<file path="src/rtl/uart_pkg.sv">
// Shared state encoding and default timing constants for the FIFO-fed UART transmitter.
// Latency: not applicable (types and constants only).
// Backpressure: not applicable.
package uart_pkg;

  // Transmitter frame phases.
  typedef enum logic [1:0] {
    IDLE  = 2'd0,
    START = 2'd1,
    DATA  = 2'd2,
    STOP  = 2'd3
  } uart_state_t;

  localparam int UART_DATA_W_DEF    = 8;
  localparam int UART_CLK_DIV_DEF   = 16;
  localparam int UART_STOP_BITS_DEF = 1;

  // Counter width able to hold 0..n-1, never narrower than one bit.
  function automatic int uart_cnt_w(input int n);
    return (n > 1) ? $clog2(n) : 1;
  endfunction

endpackage

</file>
<file path="src/rtl/uart_baud_gen.sv">
// Bit-period timer: counts CLK_DIV cycles per serial bit, restarting from 0 on every bit.
// Latency: bit_end is high in the cycle before the final cycle of each bit period.
// Backpressure: none; restart holds the count at 0 (used while the line is idle).
module uart_baud_gen
  import uart_pkg::*;
#(
  parameter int CLK_DIV = UART_CLK_DIV_DEF
) (
  input  logic clk,
  input  logic rstn,
  input  logic restart,
  output logic bit_end
);

  localparam int            CW       = uart_cnt_w(CLK_DIV);
  localparam logic [CW-1:0] CNT_LAST = CW'(CLK_DIV - 1);
  // bit_end fires one cycle early so the transmitter can register its
  // end-of-bit decisions (frame_done, next-bit strobe) without a combinational path.
  localparam logic [CW-1:0] CNT_PRE  = CW'(CLK_DIV - 2);

  logic [CW-1:0] r_cnt;

  // Free-running bit counter, wrapping at CLK_DIV-1 and held at 0 while restart is high.
  always_ff @(posedge clk or posedge rstn) begin
    if (rstn) begin
      r_cnt <= '0;
    end else if (restart || (r_cnt == CNT_LAST)) begin
      r_cnt <= '0;
    end else begin
      r_cnt <= r_cnt + 1'b1;
    end
  end

  assign bit_end = ~restart & (r_cnt == CNT_PRE);

endmodule

</file>
<file path="src/rtl/fifo_uart_tx.sv">
// UART transmitter draining a show-ahead sync FIFO: start bit, DATA_W bits LSB first, STOP_BITS stop bits.
// Latency: tx goes low on the edge that pops the word; a frame lasts (1+DATA_W+STOP_BITS)*CLK_DIV cycles.
// Backpressure: pops only when en=1, FIFO non-empty and the line is idle or in its final stop cycle.
module fifo_uart_tx
  import uart_pkg::*;
#(
  parameter int DATA_W    = UART_DATA_W_DEF,
  parameter int CLK_DIV   = UART_CLK_DIV_DEF,   // 2..65535
  parameter int STOP_BITS = UART_STOP_BITS_DEF  // 1 or 2
) (
  input  logic              clk,
  input  logic              rstn,
  input  logic              en,
  input  logic              fifo_empty,
  input  logic [DATA_W-1:0] fifo_rdata,
  output logic              fifo_pop,
  output logic              tx,
  output logic              busy,
  output logic              frame_done
);

  localparam int            BW        = uart_cnt_w(DATA_W);
  localparam logic [BW-1:0] BIT_LAST  = BW'(DATA_W - 1);
  localparam logic          STOP_LAST = (STOP_BITS == 2) ? 1'b1 : 1'b0;

  uart_state_t       r_state;
  logic [DATA_W-1:0] r_shift;
  logic [BW-1:0]     r_bit;
  logic              r_stop;
  logic              r_tx;
  logic              r_busy;
  logic              r_frame_done;
  logic              r_bit_last;

  logic              w_restart;
  logic              w_bit_end;
  logic              w_slot;
  logic              w_pop;

  // The counter only runs while a frame is on the line.
  assign w_restart = (r_state == IDLE);

  uart_baud_gen #(
    .CLK_DIV (CLK_DIV)
  ) u_baud (
    .clk     (clk),
    .rstn    (rstn),
    .restart (w_restart),
    .bit_end (w_bit_end)
  );

  // A new word may be taken when idle, or in the final stop cycle so frames stream back-to-back.
  // r_frame_done is exactly that final stop cycle; reset blocks the pop outright.
  assign w_slot = (r_state == IDLE) | r_frame_done;
  assign w_pop  = en & ~fifo_empty & ~rstn & w_slot;

  // Frame sequencer: state, shift register, bit/stop indices and all registered line outputs.
  always_ff @(posedge clk or posedge rstn) begin
    if (rstn) begin
      r_state      <= IDLE;
      r_shift      <= '0;
      r_bit        <= '0;
      r_stop       <= 1'b0;
      r_tx         <= 1'b1;
      r_busy       <= 1'b0;
      r_frame_done <= 1'b0;
      r_bit_last   <= 1'b0;
    end else begin
      // r_bit_last marks the final cycle of the current bit; frame_done is that cycle of the last stop bit.
      r_bit_last   <= w_bit_end;
      r_frame_done <= (r_state == STOP) && (r_stop == STOP_LAST) && w_bit_end;
      case (r_state)
        IDLE: begin
          if (w_pop) begin
            r_shift <= fifo_rdata;
            r_state <= START;
            r_tx    <= 1'b0;
            r_busy  <= 1'b1;
          end
        end
        START: begin
          if (r_bit_last) begin
            r_state <= DATA;
            r_bit   <= '0;
            r_tx    <= r_shift[0];
            r_shift <= r_shift >> 1;
          end
        end
        DATA: begin
          if (r_bit_last) begin
            if (r_bit == BIT_LAST) begin
              r_state <= STOP;
              r_stop  <= 1'b0;
              r_tx    <= 1'b1;
            end else begin
              r_bit   <= r_bit + 1'b1;
              r_tx    <= r_shift[0];
              r_shift <= r_shift >> 1;
            end
          end
        end
        STOP: begin
          if (r_bit_last) begin
            if (r_stop == STOP_LAST) begin
              if (w_pop) begin
                r_shift <= fifo_rdata;
                r_state <= START;
                r_tx    <= 1'b0;
                r_busy  <= 1'b1;
              end else begin
                r_state <= IDLE;
                r_tx    <= 1'b1;
                r_busy  <= 1'b0;
              end
            end else begin
              r_stop <= 1'b1;
            end
          end
        end
        default: begin
          r_state <= IDLE;
          r_tx    <= 1'b1;
          r_busy  <= 1'b0;
        end
      endcase
    end
  end

  assign fifo_pop   = w_pop;
  assign tx         = r_tx;
  assign busy       = r_busy;
  assign frame_done = r_frame_done;

endmodule

</file>
<file path="config.mk">
export PLATFORM = sky130hd
export DESIGN_NAME = fifo_uart_tx
export DESIGN_NICKNAME = d
export VERILOG_FILES = /design/src/rtl/uart_pkg.sv /design/src/rtl/uart_baud_gen.sv /design/src/rtl/fifo_uart_tx.sv
export SDC_FILE = /design/constraint.sdc
export NUM_CORES = 1
export LEC_CHECK = 0
export ABC_AREA = 1
export CAP_MARGIN = 0
export CORE_MARGIN = 3
export CORE_UTILIZATION = 45
export CTS_BUF_LIST = sky130_fd_sc_hd__clkbuf_4 sky130_fd_sc_hd__clkbuf_8 sky130_fd_sc_hd__clkbuf_16
export CTS_CLUSTER_SIZE = 30
export DETAILED_ROUTE_END_ITERATION = 7
export PLACE_DENSITY = 0.77
export SYNTH_ARGS = -nofsm -noshare
export SYNTH_HDL_FRONTEND = slang
export SYNTH_SLANG_ARGS = --single-unit
</file>
<file path="constraint.sdc">
create_clock -name clk -period 1.7 [get_ports clk]
set_input_delay 0.17 -clock clk [delete_from_list [all_inputs] [get_ports clk]]
set_output_delay 0.17 -clock clk [all_outputs]
set_load 0.005 [all_outputs]
</file>
==> qor.txt <==
status - finished clean
TritonCTS sink count - 21
wire per inst - 12.2 um
GR Util met3 - 0.0535
Routed Antenna Nets - 0
CP required - 1.95 ns
commonest cells after routing, fill and taps aside - 24 x nand2_1, 20 x dfrtp_1, 14 x clkdlybuf4s50_1, 10 x inv_1, 10 x buf_4
IO Port Bufs - 15
GR peak layer - met2
CTS Root Cell - clkbuf_4
Leak Pwr - 0.000759 uW
vias in the first global route - 916
Yosys warning count - 0
Fmax - 627 MHz
register area - 527 um2
Starting Density - 0.482
Vias/cell - 5.17
largest net degree at the start of global routing - 23
synthesized area - 1220 um2
Power Total - 2780 uW
Multi-input gate area - 669 um2
area post-placement - 1440 um2
Remaining DRCs - 0
synth unique cells - 23
met1 usage - 0.166
clock buffer depth - 2
Layout Skew - 0.00174 ns
fraction of layout cells with a size suffix above 1 - 0.288
GPL Wtd Cong - 0.779
worst min path class - in2async
M2 GR Usage - 0.268
GR Util All Layers - 0.145
drt first pass iters - 4
CTS Buf Count - 3
Worst-path clk slew - 0.12 ns
FILL cells - 226
IO Pins - 16
Die Ht - 58.0 um
worst skew pair latency - 0.31 ns
first-pass GRT wire length - 3.77 mm
maximum vdd drop - 0.00110 V
fin. max-slew vios - 0
CP endpoint kind - register
critical path type - reg2reg
max_slew headroom - 0.806
antenna diode count - 0
Seq cells post-synth - 21
Detail Placement HPWL - 1.70 mm
DR vias - 982
worst slew pin tran - 0.291 ns
Rows - 18
post-route minimum period - 1.59 ns
number of antenna violations at the first check in global routing - 0
post-synthesis cell count - 132
total of max-cap violations - 0
Data arrival, critical path - 1.84 ns
synthesis-to-layout area growth - 27.7%
CP startpoint kind - register
final net count - 183
unrepaired setup endpoints after global routing - yes
DRT iter0 DRCs - 18
commonest non-fill, non-tap cell in the layout - nand2_1
end-of-flow core utilization - 0.616
CORE AREA - 2520 um2
crit-path max FO - 8
# hold bufs at CTS - 0
Tcrit/Tclk final - 0.938
H-tree depth - 1
GR Overflow Total - 0
Final Instance Area - 1550 um2
WHS - 0.310 ns
area of the die - 3360 um2
width of the die - 58.0 um
Final setup viols - 0
power per cell area - 1790 nW/um2
Reg2Reg Depth - 9
register area share after synthesis - 0.433
syn_area_per_cell - 9.21 um2
total wire length - 2.32 mm
Final Hold Viols - 0
post-synth net total - 154
CTS tree - yes
[worst paths after layout]
path,from,end,slack (ns)
worst min register to register,tx,tx,0.48
worst max register to register,r_state[1],r_shift[0],0.11
max in group asynchronous,rstn,tx,1.11
min in group clk,fifo_rdata[7],r_shift[7],0.42
worst min-delay path,rstn,r_bit_last,0.31
worst max-delay path,r_state[1],r_shift[0],0.11
[sequential cells by signal, indices dropped and copies added (netlist names)]
signal        count
r_bit             3
busy              1
r_bit_last        1
r_shift           8
frame_done        1
r_state           2
u_baud.r_cnt      4
tx                1
[routing by layer]
layer,vias to the layer above,part of all wire
li1,491,-
met1,474,0.43
met2,15,0.53
met3,2,0.035
met4,0,0.0026
met5,-,0
[cell usage after synthesis]
library cell | n | area, um2
nand2_1 | 26 | 97.6
dfrtp_1 | 20 | 500
inv_1 | 14 | 52.6
ha_1 | 10 | 125
nand3_1 | 8 | 40.0
o21ai_2 | 8 | 70.1
mux2i_1 | 7 | 70.1
o21ai_0 | 7 | 35.0
nor2_1 | 6 | 22.5
a21oi_1 | 5 | 25.0
nand2_2 | 5 | 31.3
inv_2 | 3 | 11.3
nand2_4 | 2 | 22.5
o21a_1 | 2 | 15.0
and2_1 | 1 | 6.26
buf_2 | 1 | 5.00
buf_6 | 1 | 11.3
dfstp_2 | 1 | 26.3
nand3_4 | 1 | 17.5
nand4_1 | 1 | 6.26
nor2_4 | 1 | 11.3
nor3_1 | 1 | 5.00
xor2_1 | 1 | 8.76
[critical path: stages, from the launching register on]
cell	delay (ns)
dfrtp_1	0.41
buf_4	0.15
ha_2	0.19
inv_2	0.06
nand2_2	0.07
nand2_2	0.09
nand2_4	0.06
nor2_4	0.21
nand2_4	0.14
o21ai_2	0.15
[report_power, final]
part	switching (uW)	internal, uW	total (uW)
clock	161	89.7	251
sequential	105	680	785
combinational	990	757	1750
[area by class of cell]
cell class / instances / area share
Clock buffer: 3 / 0.0145
Clock inverter: 1 / 0.00483
Inverter: 17 / 0.0411
Multi-Input combinational cell: 93 / 0.431
Sequential cell: 21 / 0.339
Tap cell: 30 / 0.0242
Timing Repair Buffer: 25 / 0.145
[through the flow]
step / TNS [ns] / setup WS (ns) / std cells
after detailed placement: 0 / 0.0164 / 182
after global placement: 0 / 0.0374 / 182
final: 0 / 0.105 / 190
after CTS: 0 / 0.0361 / 187
after global routing: -0.0208 / -0.0208 / 190
after floorplan: 0 / 0.164 / 132
[kinds of logic (layout without fill, tap and decap cells)]
logic type      Yosys count  in the layout  synth area share
fa+ha+maj                10             10             0.103
xor+xnor                  1              1           0.00720
compound gates           22             22             0.119
simple gates             52             53             0.214
flops                    21             21             0.433
mux                       7              7            0.0576
buf+inv                  19             46            0.0658
[what timing repair did]
| item | in CTS | in global routing |
|---|---|---|
| setup endpoints to repair | 1 | 9 |
| setup buffers | 1 | 2 |
| resized for setup | 3 | 13 |
| cloned | 0 | 1 |
| pin swaps | 0 | 6 |
No activity file was read; power rests on OpenSTA's default activity.
